### config.mk
export PLATFORM = sky130hd
export DESIGN_NAME = mc_controller
export DESIGN_NICKNAME = d
export VERILOG_FILES = /design/src/rtl/mc_pkg.sv /design/src/rtl/mc_out_decode.sv /design/src/rtl/mc_controller.sv
export SDC_FILE = /design/constraint.sdc
export NUM_CORES = 1
export LEC_CHECK = 0
export BUFFER_PORTS_ARGS = -buffer_cell sky130_fd_sc_hd__buf_2
export CAP_MARGIN = 40
export CELL_PAD_IN_SITES_DETAIL_PLACEMENT = 0
export CELL_PAD_IN_SITES_GLOBAL_PLACEMENT = 1
export CORE_AREA = 10 10 98 74
export DETAILED_ROUTE_END_ITERATION = 7
export DIE_AREA = 0 0 108 84
export PLACE_DENSITY = 0.9
export SKIP_LAST_GASP = 1
export SYNTH_ARGS = -nofsm -noshare
export SYNTH_HDL_FRONTEND = slang
export SYNTH_SLANG_ARGS = --single-unit
### constraint.sdc
create_clock -name clk -period 3.85 [get_ports clk]
set_input_delay 0.77 -clock clk [delete_from_list [all_inputs] [get_ports clk]]
set_output_delay 0.77 -clock clk [all_outputs]
set_load 0.02 [all_outputs]
### src/rtl/mc_pkg.sv
// Shared constants for the multicycle MIPS controller: state codes, opcodes,
// ALUop classes and datapath mux encodings.
package mc_pkg;

    typedef logic [3:0] state_t;

    localparam state_t S_IDLE   = 4'd0;
    localparam state_t S_FETCH  = 4'd1;
    localparam state_t S_DECODE = 4'd2;
    localparam state_t S_MEMADR = 4'd3;
    localparam state_t S_MEMRD  = 4'd4;
    localparam state_t S_MEMWB  = 4'd5;
    localparam state_t S_MEMWR  = 4'd6;
    localparam state_t S_REX    = 4'd7;
    localparam state_t S_RWB    = 4'd8;
    localparam state_t S_BEQ    = 4'd9;
    localparam state_t S_AEX    = 4'd10;
    localparam state_t S_AWB    = 4'd11;
    localparam state_t S_JMP    = 4'd12;

    localparam logic [5:0] OP_RTYPE = 6'b000000;
    localparam logic [5:0] OP_LW    = 6'b100011;
    localparam logic [5:0] OP_SW    = 6'b101011;
    localparam logic [5:0] OP_BEQ   = 6'b000100;
    localparam logic [5:0] OP_ADDI  = 6'b001000;
    localparam logic [5:0] OP_J     = 6'b000010;

    localparam logic [1:0] ALUOP_ADD   = 2'b00;
    localparam logic [1:0] ALUOP_SUB   = 2'b01;
    localparam logic [1:0] ALUOP_FUNCT = 2'b10;

    localparam logic [1:0] PCSRC_ALU    = 2'b00;
    localparam logic [1:0] PCSRC_ALUOUT = 2'b01;
    localparam logic [1:0] PCSRC_JUMP   = 2'b10;

    localparam logic [1:0] SRCB_B     = 2'b00;
    localparam logic [1:0] SRCB_FOUR  = 2'b01;
    localparam logic [1:0] SRCB_IMM   = 2'b10;
    localparam logic [1:0] SRCB_SHIMM = 2'b11;

endpackage

### src/rtl/mc_out_decode.sv
// Moore control-output decode: state plus mem_ready (FETCH/MEMWR gating only)
// to every datapath enable, mux select and the retire strobe.
module mc_out_decode
    import mc_pkg::*;
(
    input  logic [3:0] i_state,
    input  logic       i_mem_ready,
    output logic       o_mem_req,
    output logic       o_iord,
    output logic       o_memwrite,
    output logic       o_irwrite,
    output logic       o_pcwrite,
    output logic       o_branch,
    output logic [1:0] o_pcsrc,
    output logic       o_alusrca,
    output logic [1:0] o_alusrcb,
    output logic [1:0] o_aluop,
    output logic       o_regdst,
    output logic       o_memtoreg,
    output logic       o_regwrite,
    output logic       o_retire
);

    always_comb begin
        o_mem_req  = 1'b0;
        o_iord     = 1'b0;
        o_memwrite = 1'b0;
        o_irwrite  = 1'b0;
        o_pcwrite  = 1'b0;
        o_branch   = 1'b0;
        o_pcsrc    = PCSRC_ALU;
        o_alusrca  = 1'b0;
        o_alusrcb  = SRCB_B;
        o_aluop    = ALUOP_ADD;
        o_regdst   = 1'b0;
        o_memtoreg = 1'b0;
        o_regwrite = 1'b0;
        o_retire   = 1'b0;
        case (i_state)
            S_FETCH: begin
                o_mem_req = 1'b1;
                o_alusrcb = SRCB_FOUR;
                o_irwrite = i_mem_ready;
                o_pcwrite = i_mem_ready;
            end
            S_DECODE: o_alusrcb = SRCB_SHIMM;
            S_MEMADR, S_AEX: begin
                o_alusrca = 1'b1;
                o_alusrcb = SRCB_IMM;
            end
            S_MEMRD: begin
                o_mem_req = 1'b1;
                o_iord    = 1'b1;
            end
            S_MEMWB: begin
                o_memtoreg = 1'b1;
                o_regwrite = 1'b1;
                o_retire   = 1'b1;
            end
            // memwrite stays high through the wait; the store retires on the ready cycle
            S_MEMWR: begin
                o_mem_req  = 1'b1;
                o_iord     = 1'b1;
                o_memwrite = 1'b1;
                o_retire   = i_mem_ready;
            end
            S_REX: begin
                o_alusrca = 1'b1;
                o_aluop   = ALUOP_FUNCT;
            end
            S_RWB: begin
                o_regdst   = 1'b1;
                o_regwrite = 1'b1;
                o_retire   = 1'b1;
            end
            S_BEQ: begin
                o_alusrca = 1'b1;
                o_aluop   = ALUOP_SUB;
                o_branch  = 1'b1;
                o_pcsrc   = PCSRC_ALUOUT;
                o_retire  = 1'b1;
            end
            S_AWB: begin
                o_regwrite = 1'b1;
                o_retire   = 1'b1;
            end
            S_JMP: begin
                o_pcsrc   = PCSRC_JUMP;
                o_pcwrite = 1'b1;
                o_retire  = 1'b1;
            end
            default: ;
        endcase
    end

endmodule

### src/rtl/mc_controller.sv
// Multicycle MIPS main controller: sequencing FSM, latched opcode, illegal-opcode
// detection and retired-instruction counter around the output decode.
//
// state  | meaning
// IDLE   | post-reset, one cycle before first fetch
// FETCH  | read instruction, wait for mem_ready, load IR and PC+4
// DECODE | latch opcode, compute branch target, dispatch
// MEMADR | lw/sw effective address
// MEMRD  | lw data read (waits on mem_ready)
// MEMWB  | lw register write-back
// MEMWR  | sw data write (waits on mem_ready)
// REX    | R-type execute
// RWB    | R-type write-back to rd
// BEQ    | branch compare and conditional PC load
// AEX    | addi execute
// AWB    | addi write-back to rt
// JMP    | jump PC load
module mc_controller
    import mc_pkg::*;
#(
    parameter int OPCODE_W    = 6,
    parameter int ALUOP_W     = 2,
    parameter bit ENABLE_ADDI = 1'b1,
    parameter bit ENABLE_J    = 1'b1,
    parameter int CNT_W       = 32
) (
    input  logic                clk,
    input  logic                rst_n,
    input  logic [OPCODE_W-1:0] opcode,
    input  logic                mem_ready,
    output logic                mem_req,
    output logic                iord,
    output logic                memwrite,
    output logic                irwrite,
    output logic                pcwrite,
    output logic                branch,
    output logic [1:0]          pcsrc,
    output logic                alusrca,
    output logic [1:0]          alusrcb,
    output logic [ALUOP_W-1:0]  aluop,
    output logic                regdst,
    output logic                memtoreg,
    output logic                regwrite,
    output logic                illegal_op,
    output logic                retire,
    output logic [CNT_W-1:0]    instret,
    output logic [3:0]          state
);

    logic [3:0]       r_state;
    logic [3:0]       w_next;
    logic [5:0]       r_op_q;
    logic [CNT_W-1:0] r_instret;
    logic [5:0]       w_op6;
    logic             w_hi_zero;
    logic             w_illegal;
    logic             w_retire;
    logic [1:0]       w_aluop;

    // opcode bits above the decoded six must be zero for a legal instruction
    assign w_op6     = opcode[5:0];
    assign w_hi_zero = ((opcode >> 6) == '0);

    always_comb begin
        w_next    = r_state;
        w_illegal = 1'b0;
        case (r_state)
            S_IDLE:  w_next = S_FETCH;
            S_FETCH: if (mem_ready) w_next = S_DECODE;
            S_DECODE: begin
                w_next = S_FETCH;
                if (!w_hi_zero) begin
                    w_illegal = 1'b1;
                end else begin
                    case (w_op6)
                        OP_LW, OP_SW: w_next = S_MEMADR;
                        OP_RTYPE:     w_next = S_REX;
                        OP_BEQ:       w_next = S_BEQ;
                        OP_ADDI: if (ENABLE_ADDI) w_next = S_AEX; else w_illegal = 1'b1;
                        OP_J:    if (ENABLE_J)    w_next = S_JMP; else w_illegal = 1'b1;
                        default:      w_illegal = 1'b1;
                    endcase
                end
            end
            S_MEMADR: w_next = (r_op_q == OP_LW) ? S_MEMRD : S_MEMWR;
            S_MEMRD:  if (mem_ready) w_next = S_MEMWB;
            S_MEMWR:  if (mem_ready) w_next = S_FETCH;
            S_REX:    w_next = S_RWB;
            S_AEX:    w_next = S_AWB;
            default:  w_next = S_FETCH;
        endcase
    end

    always_ff @(posedge clk or negedge rst_n) begin
        if (!rst_n) begin
            r_state   <= S_IDLE;
            r_op_q    <= '0;
            r_instret <= '0;
        end else begin
            r_state <= w_next;
            if (r_state == S_DECODE) r_op_q <= w_op6;
            if (w_retire) r_instret <= r_instret + CNT_W'(1);
        end
    end

    mc_out_decode u_out_decode (
        .i_state     (r_state),
        .i_mem_ready (mem_ready),
        .o_mem_req   (mem_req),
        .o_iord      (iord),
        .o_memwrite  (memwrite),
        .o_irwrite   (irwrite),
        .o_pcwrite   (pcwrite),
        .o_branch    (branch),
        .o_pcsrc     (pcsrc),
        .o_alusrca   (alusrca),
        .o_alusrcb   (alusrcb),
        .o_aluop     (w_aluop),
        .o_regdst    (regdst),
        .o_memtoreg  (memtoreg),
        .o_regwrite  (regwrite),
        .o_retire    (w_retire)
    );

    assign aluop      = ALUOP_W'(w_aluop);
    assign retire     = w_retire;
    assign illegal_op = w_illegal;
    assign instret    = r_instret;
    assign state      = r_state;

endmodule

Yosys cells after proc, flatten, opt, wreduce, memory -nomap -nowiden
Cells that the tools add are included.
{ "op_classes": {"eq_ne": 21, "n_reduce_logical": 10, "n_addsub": 1, "muxes": 22} }
{ "op_table": {"columns": ["cell", "count"], "rows": [
  ["$add A32 B1 Y32 const B", 1],
  ["$pmux W4 S7", 1],
  ["$eq A4 B4 Y1 const B", 5],
  ["$pmux W4 S5", 1],
  ["$eq A6 B6 Y1 const B", 3],
  ["$eq A4 B3 Y1 const B", 4],
  ["$mux W4", 3],
  ["$mux W1", 11],
  ["$eq A4 B2 Y1 const B", 2],
  ["$pmux W2 S2", 2],
  ["$eq A6 B2 Y1 const B", 1],
  ["$eq A6 B3 Y1 const B", 1],
  ["$eq A6 B4 Y1 const B", 1],
  ["$logic_not A6 Y1", 1],
  ["$ne A2 B2 Y1 const B", 3],
  ["$pmux W2 S3", 1],
  ["$reduce_or A2 Y1", 3],
  ["$reduce_or A3 Y1", 2],
  ["$reduce_or A6 Y1", 1],
  ["$reduce_or A5 Y1", 1],
  ["$eq A4 B1 Y1 const B", 1],
  ["$pmux W1 S2", 2],
  ["$reduce_or A4 Y1", 1],
  ["$reduce_and A3 Y1", 1],
  ["$mux W2", 1]
]} }
{ "word_totals": {"elab_cells": 57, "register_bits": 42} }

Longest topological paths before layout
Gate-level depths: netlist (run 1).
{ "logic_depth": {"word_depth": 4, "ltp_mapped": 6, "depth_no_buf": 5} }

By module
Synthesis (run 1) repeated with hierarchy kept, for this count alone.
{ "unflattened": {"cells_unflattened": 220, "area_unflattened_um2": 2303.5} }
{ "by_module_without_submodules": {"columns": ["mod", "cells_per_inst", "seq_area_each_um2", "area_each_um2", "instances"], "rows": [
  ["mc_controller", 182, 1051.0, 2069.5, 1],
  ["mc_out_decode", 38, 0.0, 234.0, 1]
]} }

Worst setup path after synthesis (run 1)
Ideal clock, no wire load.
{ "synth_timing": {"kind": "flip-flop to output port", "start": "register r_state[0], in the netlist state[0]", "end": "output pcwrite", "setup_slack_ns": 1.143, "n_path_buf": 1, "path_stages_with_launch": 5, "required_time_ns": 3.080, "arrival_time_ns": 1.937, "cell_sequence": "dfrtp_1 > clkbuf_1 > nand2b_1 > nor4_1 > or2_2"} }
{ "synth_via": {"elab_chain_len": 2, "word_cells_on_any_way": 3} }
{ "synth_lines": {"columns": ["item", "line_no", "source"], "rows": [
  ["start: declaration", "mc_controller.sv:50", "logic [3:0] r_state;"],
  ["start signal: assignment", "mc_controller.sv:100", "r_state <= w_next;"],
  ["$eq A4 B4 Y1 / $eq A4 B1 Y1 (equally long branches)", "mc_out_decode.sv:39", "case (i_state)"],
  ["$pmux W1 S2 *", "mc_out_decode.sv:39", null],
  ["end: declaration", "mc_controller.sv:35", "output logic pcwrite,"]
]} }
Mark *: on every way between the ends. The rest lies on a longest branch, timed or not.

Worst setup path in the final report (run 1)
{ "layout_timing": {"start": "register r_state[3], in the netlist state[3]", "end": "output retire"} }
{ "layout_via": {"elab_chain_len": 3, "word_cells_on_any_way": 8} }
{ "layout_lines": {"columns": ["item", "line_no", "source"], "rows": [
  ["$eq A4 B3 Y1 / $eq A4 B4 Y1 (equally long branches)", "mc_out_decode.sv:39", null],
  ["$reduce_or A5 Y1 (no line)", null, null],
  ["$pmux W1 S2 *", "mc_out_decode.sv:39", null],
  ["end: declaration", "mc_controller.sv:45", "output logic retire,"]
]} }
Marked as above.

==> results_dict.tcl, run 1 <==
set metrics [dict create \
    outcome "finished clean" \
    post-synth-top-area-cell "dfrtp_1" \
    rows 23 \
    portBuffers 62 \
    internal_power_uw 882 \
    vias_per_cell 5.14 \
    cp_slowest_stage_delay_ps 680 \
    worstSetupPathType "reg2out" \
    synth-seq-cells 42 \
    n_fill_cell 535 \
    power_frac_seq_pct 43.3 \
    grt_use_total_pct 12.2 \
    rsz0062_at_grt "false" \
    path_clk_slew_ps 80 \
    hold_violations 0 \
    numCtsBuffers 5 \
    synthTopCellsByCount "42 x dfrtp_1, 17 x xnor2_1, 16 x xor2_1" \
    holdWs_ps 325 \
    worst_setup_path_end_kind "output pin" \
    postSynth.asyncResetShare_pct 100 \
    path_cells "and4bb_2 > a32oi_1 > nand2_1 > buf_2" \
    diodes 0 \
    powerDensity_nw_per_um2 542 \
    worst_ep_arrival_time_ps 2120 \
    tightest_slew_ps 696 \
    die_area_sq_um 9070 \
    synth_nets 225 \
    vias 1818 \
    gp_congestion 0.830 \
    remaining_drc_errors 0 \
    max-cap-violations 0 \
    power.total_uw 1460 \
    wl_per_cell_um 15.5 \
    ios 63 \
    synth_top_area_share_pct 47.7 \
    drt_iter0_markers 86 \
    synth.area.top_cells "dfrtp_1 48%, xnor2_1 6.8%, xor2_1 6.4%" \
    seq_area_frac_synth_pct 47.7 \
    min_path_type "in2async" \
    grt_pass1_wl_mm 8.97 \
    ir_worst_vdd_v 0.000325 \
    cts_resized 0 \
    nets 288 \
    syn-mean-instance-area_sq_um 10.3 \
    grt_pass1_vias 1707 \
    skew_ps 5.73 \
    die_w_um 108 \
    htreeDepth 2 \
    first_pass_iters 4 \
    max_slew_margin_pct 53.3 \
    ant_nets 0 \
    crit_required_ps 3080 \
    slowest_stage "dfrtp_1" \
    gr-total-overflow 0 \
    netlist_area_sq_um 2200 \
    crit_fanout 19 \
    post_cts_buffers 0 \
    synth_cell_types 44 \
    synth-warning-count 0 \
    dpl.hpwl_mm 4.19 \
    grt_max_degree 34 \
    antenna_found_initial 0 \
    layout-drive-gt1-share_pct 32.3 \
    report.final.slew_viol_count 0 \
    areaGrowthSynthToFinish_pct 22.2 \
    switchingPower_uw 579 \
    cts_hold_repair.buffers 0 \
    fp.dieH_um 84 \
    cp-start-kind "flip-flop" \
    start_util_pct 40.1 \
    synth_ff_type "dfrtp_1" \
    synth_enable_flop_cells 0 \
    setup_tns_ps 0 \
    min_period_ps 2890 \
    switching_share_pct 39.6 \
    finalWirelength_mm 5.48 \
    power_frac_comb_pct 37.0 \
    clock_power_share_pct 19.6 \
    cts_tree "done" \
    cts_root_buf "clkbuf_8" \
    fin_crit_sh_pct 75.1 \
    post-synth-top-count-cell "dfrtp_1" \
    max_freq_mhz 346 \
    clock_latency_ps 290 \
    p_leak_uw 0.00115 \
    cts.path.max_buffers 2 \
    synthCells 215 \
    fp.coreArea_sq_um 5500 \
    final-setup-viol-count 0 \
    clock-sinks 42 \
]
[worst paths after layout]
| kind | slack (ps) | startpoint | to | cells after the start |
|---|---|---|---|---|
| min reg2reg | 470 | instret[31] | instret[31] | 1 |
| max reg2reg | 1570 | state[1] | instret[11] | 5 |
| min in group clk | 470 | instret[31] | instret[31] | 1 |
| max | 960 | state[3] | retire | 4 |
| min | 320 | rst_n | instret[17] | 1 |
| max in group asynchronous | 3080 | rst_n | instret[26] | 2 |
[registers in the layout, indices dropped and copies added (netlist names)]
signal   count
instret     32
r_op_q       6
state        4
[per-stage QoR]
| stage | std cells | cell area [sq um] | util [%] | setup WS (ps) |
|---|---|---|---|---|
| 2_1_floorplan | 215 | 2200 | - | 1140 |
| 3_3_place_gp | 345 | 2580 | 47.0 | 1230 |
| 3_5_place_dp | 346 | 2600 | 47.3 | 1210 |
| 4_1_cts | 354 | 2690 | 49.0 | 932 |
| 5_1_grt | 354 | 2690 | 49.0 | 745 |
| 6_report | 354 | 2690 | 49.0 | 959 |
[worst max-delay path, delay by kind of cell (launching register included)]
family | cells | cell delay, ps
compound gates | 1 | 390
flops | 1 | 680
buf+inv | 1 | 220
simple gates | 2 | 540
[cell families (layout without fill, tap and decap cells)]
kind of cell	count (synthesis)	count (layout)	synth area share [%]
flops	42	42	47.7
fa+ha+maj	1	1	0.567
mux	7	7	3.58
simple gates	92	92	24.7
xor+xnor	33	33	13.1
compound gates	27	27	8.00
buf+inv	13	77	2.38
[per-layer routing]
metal | GRT usage [%] | part of all wire [%] | vias up
met5 | 0 | 0 | -
met4 | 5.21 | 1.8 | 0
met3 | 3.94 | 6.0 | 8
met2 | 16.5 | 42 | 55
met1 | 16.9 | 50 | 862
li1 | - | - | 893
[power by group through the flow]
stage          clock network [uW]  logic, uW  registers (uW)
2_1_floorplan                   0        368             633
3_3_place_gp                    0        547             641
3_5_place_dp                    0        550             643
4_1_cts                       300        552             634
5_1_grt                       318        598             651
6_report                      287        541             633
[layout by cell type (no fill, tap or decap), drive strengths merged, types with 12 or more instances in the layout]
cell type / instances
buf: 64
nor2: 13
nand2: 15
dfrtp: 42
nor3: 15
xnor2: 17
nand3: 12
xor2: 16
[cell type report]
| cell class | instances | area (sq um) | area share, % |
|---|---|---|---|
| Clock buffer | 7 | 86.3 | 3.20 |
| Clock inverter | 1 | 5.00 | 0.186 |
| Inverter | 5 | 18.8 | 0.697 |
| Multi-Input combinational cell | 160 | 1100 | 40.9 |
| Sequential cell | 42 | 1050 | 39.0 |
| Tap cell | 75 | 93.8 | 3.48 |
| Timing Repair Buffer | 64 | 338 | 12.5 |
Power figures use the tool's default switching activity.
==> run 2, diff against run 1 <==
--- a/config.mk
+++ b/config.mk
@@ -9,10 +9,10 @@
 export CAP_MARGIN = 40
 export CELL_PAD_IN_SITES_DETAIL_PLACEMENT = 0
 export CELL_PAD_IN_SITES_GLOBAL_PLACEMENT = 1
-export CORE_AREA = 10 10 98 74
+export CORE_AREA = 10 10 106 80
 export DETAILED_ROUTE_END_ITERATION = 7
-export DIE_AREA = 0 0 108 84
-export PLACE_DENSITY = 0.9
+export DIE_AREA = 0 0 116 90
+export PLACE_DENSITY = 0.81
 export SKIP_LAST_GASP = 1
 export SYNTH_ARGS = -nofsm -noshare
 export SYNTH_HDL_FRONTEND = slang
==> constraint.sdc (replaced) <==
create_clock -name clk -period 2.5 [get_ports clk]
set_input_delay 0.5 -clock clk [delete_from_list [all_inputs] [get_ports clk]]
set_output_delay 0.5 -clock clk [all_outputs]
set_load 0.02 [all_outputs]
==> run 2 against run 1 <==
Setup slack worse by 790 ps; via count is 0.72% higher; die area is 15% higher; first-iteration DRC count is 19% lower; count of clock-buffer cells in the layout stayed put; total power is 58% higher; largest cell class unchanged; critical path type unchanged; cell count is 2.8% higher; global-route usage is 1.5 points lower; largest power group unchanged; cell area is 1.8% higher.
==> results_dict.tcl, run 2 (synthesis gave the netlist of run 1 again) <==
set metrics [dict create \
    outcome "finished clean" \
    min_period_ps 2330 \
    rsz0062_at_grt "false" \
    gr-total-overflow 0 \
    start_util_pct 33.9 \
    clock-sinks 42 \
    post_cts_buffers 0 \
    fin_crit_sh_pct 93.3 \
    final-setup-viol-count 0 \
    htreeDepth 2 \
    first_pass_iters 4 \
    vias_per_cell 5.03 \
    crit_cells 4 \
    remaining_drc_errors 0 \
    wl_per_cell_um 15.4 \
    antenna_found_initial 0 \
    die_w_um 116 \
    cp_top_family "flip-flops" \
    slowest_stage "dfrtp_1" \
    hold_violations 0 \
    worstSetupPathType "reg2out" \
    path_clk_slew_ps 80 \
    nets 292 \
    p_leak_uw 0.00117 \
    final_cell_mix "62 x buf_2, 42 x dfrtp_1, 17 x xnor2_1, 16 x xor2_1, 15 x nand2_1" \
    crit_fanout 13 \
    ios 63 \
    grt_use_total_pct 10.7 \
    crit_buf_inv 2 \
    crit_end "retire" \
    setup_tns_ps 0 \
    max-cap-violations 0 \
    r2r_start "instret[3]" \
    worst_ep_arrival_time_ps 1830 \
    fp.coreArea_sq_um 6510 \
    layout-drive-gt1-share_pct 33.9 \
    grt_pass1_vias 1760 \
    r2r_setup_slack_ps 480 \
    max_slew_margin_pct 65.1 \
    ir_worst_vdd_v 0.000248 \
    finalWirelength_mm 5.60 \
    cts_tree "done" \
    fp.dieH_um 90 \
    largest_register_ffs 32 \
    grt_pass1_wl_mm 9.18 \
    startpoint "state[2]" \
    cp-start-kind "flip-flop" \
    max_freq_mhz 429 \
    tightest_slew_ps 523 \
    numCtsBuffers 5 \
    utilization_pct 42.2 \
    clock_latency_ps 290 \
    r2r_cells 5 \
    ant_nets 0 \
    timing.rr.end "instret[26]" \
    worst_setup_path_end_kind "output pin" \
    cts.path.max_buffers 2 \
    crit_required_ps 2000 \
    diodes 0 \
    grt_max_degree 32 \
    report.final.slew_viol_count 0 \
    dpl.hpwl_mm 4.34 \
    n_fill_cell 660 \
    path_cells "inv_1 > a32oi_2 > nand2_1 > buf_2" \
    areaGrowthSynthToFinish_pct 24.4 \
    mostFrequentLayoutCell "buf_2" \
    cts_root_buf "clkbuf_8" \
    cp_slowest_stage_delay_ps 570 \
    vias 1831 \
    min_path_type "in2async" \
    gp_congestion 0.836 \
    powerDensity_nw_per_um2 839 \
    drt_iter0_markers 70 \
    portBuffers 62 \
    skew_ps 9.19 \
    rows 25 \
    die_area_sq_um 10400 \
]
-- run 2: cell types whose count changed in the layout (fill, tap and decap cells not counted), sizes merged --
cell | before | now
buf | 64 | 68
-- run 2: final cells by class --
cell class                      count  area, sq um  area share [%]
Clock buffer                        7         86.3            3.15
Tap cell                           81          101            3.70
Sequential cell                    42         1050            38.3
Timing Repair Buffer               68          368            13.4
Clock inverter                      1         5.00           0.182
Multi-Input combinational cell    160         1110            40.6
Inverter                            5         18.8           0.684
-- run 2: how the worst min path moves through the flow --
stage	startpoint	endpoint	slack, ps	cells after the start
6_report	rst_n	instret[11]	80	1
5_1_grt	rst_n	instret[9]	90	1
4_1_cts	rst_n	instret[11]	80	1
3_5_place_dp	rst_n	instret[11]	400	1
3_3_place_gp	instret[31]	instret[31]	460	1
2_1_floorplan	rst_n	instret[0]	200	0
-- run 2: routing by layer --
metal | GRT usage, % | wire, um | vias to the layer above
met5 | 0 | 0 | -
met4 | 3.43 | 63 | 0
met3 | 2.66 | 274 | 7
met2 | 15.9 | 2550 | 43
met1 | 14.6 | 2720 | 878
li1 | - | - | 903
-- run 2: power by group --
part / switching, uW / total [uW] / internal, uW
Sequential: 132 / 930 / 798
Combinational: 563 / 927 / 365
Clock: 222 / 445 / 223
Total: 917 / 2300 / 1390
-- run 2: per-stage QoR --
stage | area (sq um) | power (uW) | hold WS [ps] | worst slack (ps) | cells
2_1_floorplan | 2200 | 1540 | 204 | 63.2 | 215
4_1_cts | 2730 | 2320 | 78.8 | 71.6 | 364
3_5_place_dp | 2640 | 1870 | 400 | 389 | 356
5_1_grt | 2740 | 2450 | 91.1 | 16.2 | 364
3_3_place_gp | 2620 | 1870 | 461 | 419 | 355
6_report | 2740 | 2300 | 78.6 | 166 | 364
-- run 2: repair_timing --
item,in CTS,in global routing
endpoints found under the hold margin,0,0
resized for setup,0,2
hold buffers,0,0
setup endpoints to repair,0,1
==> run 3, diff against run 2 <==
--- a/config.mk
+++ b/config.mk
@@ -9,11 +9,12 @@
 export CAP_MARGIN = 40
 export CELL_PAD_IN_SITES_DETAIL_PLACEMENT = 0
 export CELL_PAD_IN_SITES_GLOBAL_PLACEMENT = 1
-export CORE_AREA = 10 10 106 80
+export CORE_AREA = 10 10 107 80
 export DETAILED_ROUTE_END_ITERATION = 7
-export DIE_AREA = 0 0 116 90
-export PLACE_DENSITY = 0.81
+export DIE_AREA = 0 0 117 90
+export PLACE_DENSITY = 0.82
 export SKIP_LAST_GASP = 1
 export SYNTH_ARGS = -nofsm -noshare
 export SYNTH_HDL_FRONTEND = slang
+export SYNTH_HIERARCHICAL = 1
 export SYNTH_SLANG_ARGS = --single-unit
==> run 3 against run 2 <==
Global-route usage is 0.35 points lower; critical endpoint is now illegal_op; non-clock buffer count is 2 higher; highest routed layer unchanged; core utilization is 0.67 points higher; via count is 1.6% higher; largest cell class unchanged; total power is 5.5% higher; sequential share of layout area is 0.95 points lower; maximum frequency is 8.3% higher; routed wire length is 1.1% lower.
==> results_dict.tcl, run 3 <==
set metrics [dict create \
    outcome "finished clean" \
    portBuffers 62 \
    cts_root_buf "clkbuf_8" \
    antenna_found_initial 0 \
    fp.dieH_um 90 \
    synthTopCellsByCount "42 x dfrtp_1, 28 x xnor2_1, 18 x nor2_1" \
    path_clk_slew_ps 80 \
    synth_fa_ha_area_share_pct 0.543 \
    setup_tns_ps 0 \
    synthCells 220 \
    clock-sinks 42 \
    min_period_ps 2160 \
    tightest_slew_ps 560 \
    synth_mux_area_share_pct 4.35 \
    cts_resized 0 \
    final_cell_mix "62 x buf_2, 42 x dfrtp_1, 28 x xnor2_1, 18 x nor2_1, 16 x nand2_1" \
    vias_per_cell 5.01 \
    syn-mean-instance-area_sq_um 10.5 \
    finalWirelength_mm 5.54 \
    synth_cell_types 44 \
    dp_slack_ps 329 \
    post_cts_buffers 0 \
    fin_crit_sh_pct 86.2 \
    diodes 0 \
    fp.coreArea_sq_um 6570 \
    powerDensity_nw_per_um2 864 \
    grt_max_degree 26 \
    worst_ep_arrival_time_ps 1660 \
    cts_tree "done" \
    worst_setup_path_end_kind "output pin" \
    nets 299 \
    rsz0062_at_grt "false" \
    crit_fanout 20 \
    postSynth.asyncResetShare_pct 100 \
    synth_ff_type "dfrtp_1" \
    post-synth-top-area-cell "dfrtp_1" \
    grt_pass1_wl_mm 9.18 \
    report.final.slew_viol_count 0 \
    skew_ps 4.10 \
    yosys.area_share.simple_pct 27.9 \
    dpl.hpwl_mm 4.32 \
    postLayoutSetupSlackWorst_ps 345 \
    final-setup-viol-count 0 \
    start_util_pct 35.1 \
    synth.area.top_cells "dfrtp_1 46%, xnor2_1 11%, mux2_2 3.9%" \
    synth-compound-area-share_pct 5.38 \
    synth_top_family_by_area "simple AND/OR/NAND/NOR gates" \
    max_slew_margin_pct 62.7 \
    mostFrequentLayoutCell "buf_2" \
    areaGrowthSynthToFinish_pct 22.1 \
    seq_area_frac_synth_pct 45.6 \
    worstSetupPathType "reg2out" \
    cts_hold_repair.buffers 0 \
    hold_violations 0 \
    vias 1860 \
    ios 63 \
    r2r_cells 7 \
    ir_worst_vdd_v 0.000524 \
    layout-drive-gt1-share_pct 34.1 \
    largest_register_ffs 32 \
    max-cap-violations 0 \
    clock_latency_ps 280 \
    gp_congestion 0.775 \
    synth_top_area_share_pct 45.6 \
    p_leak_uw 0.00138 \
    drt_iter0_markers 62 \
    first_pass_iters 4 \
    path_cells "buf_4 > nor4_4 > o21ai_0 > nor2_1 > buf_2" \
    synth_enable_flop_cells 0 \
    max_freq_mhz 464 \
    numCtsBuffers 5 \
    rows 25 \
    wl_per_cell_um 14.9 \
    cts.path.max_buffers 2 \
    n_fill_cell 665 \
    gr-total-overflow 0 \
    synth-seq-cells 42 \
    die_area_sq_um 10500 \
    holdWs_ps 194 \
    die_w_um 117 \
    synth_nets 230 \
    post-synth-top-count-cell "dfrtp_1" \
    slowest_stage "dfrtp_1" \
    min_path_type "in2async" \
    netlist_area_sq_um 2300 \
    remaining_drc_errors 0 \
    synth_xor_area_share_pct 12.5 \
    htreeDepth 2 \
    grt_use_total_pct 10.3 \
    crit_required_ps 2000 \
    cp-start-kind "flip-flop" \
    synth-warning-count 6 \
    cp_slowest_stage_delay_ps 460 \
    grt_pass1_vias 1798 \
    ant_nets 0 \
]
-- run 3: final cells by class --
class	instances	area (sq um)	area share [%]
inverter	7	26.3	0.934
multi-input combinational	163	1170	41.5
clock inverter	2	12.5	0.445
timing repair buffer	70	370	13.2
sequential	42	1050	37.4
tap	81	101	3.60
clock buffer	6	82.6	2.94
-- run 3: final timing paths --
kind	slack [ps]	end	from
min reg2reg	490	instret[31]	instret[31]
max	340	illegal_op	state[0]
max in group asynchronous	1740	state[0]	rst_n
min	190	instret[19]	rst_n
max reg2reg	410	instret[12]	state[2]
min in group clk	490	instret[31]	instret[31]
-- run 3: stage by stage --
| step | cell area [sq um] | util, % | power, uW | std cells |
|---|---|---|---|---|
| after global placement | 2720 | 41.4 | 1980 | 363 |
| final | 2810 | 42.8 | 2430 | 371 |
| after CTS | 2810 | 42.8 | 2470 | 371 |
| after detailed placement | 2720 | 41.4 | 2010 | 363 |
| after floorplan | 2300 | - | 1680 | 220 |
| after global routing | 2810 | 42.8 | 2600 | 371 |
-- run 3: logic make-up after synthesis --
kind of cell | Yosys count
simple gates | 100
buf+inv | 15
mux | 9
xor+xnor | 33
flops | 42
compound gates | 20
fa+ha+maj | 1
-- run 3: routing by layer --
metal / vias up / wire length, um / global-route usage (%)
met5: - / 0 / 0
met4: 0 / 11 / 1.54
met3: 2 / 390 / 3.72
met2: 46 / 2590 / 16.5
met1: 893 / 2550 / 13.1
li1: 919 / - / -
-- run 3: critical path: cells and delay by family (launching register included) --
kind | cells | cell delay, ps
and+or+nand+nor | 2 | 370
buffers and inverters | 2 | 410
AOI/OAI and AO/OA | 1 | 130
DFF | 1 | 460
-- run 3: power by group --
group	internal, uW	switching [uW]	total, uW
sequential	795	128	924
combinational	413	641	1050
clock	222	230	452
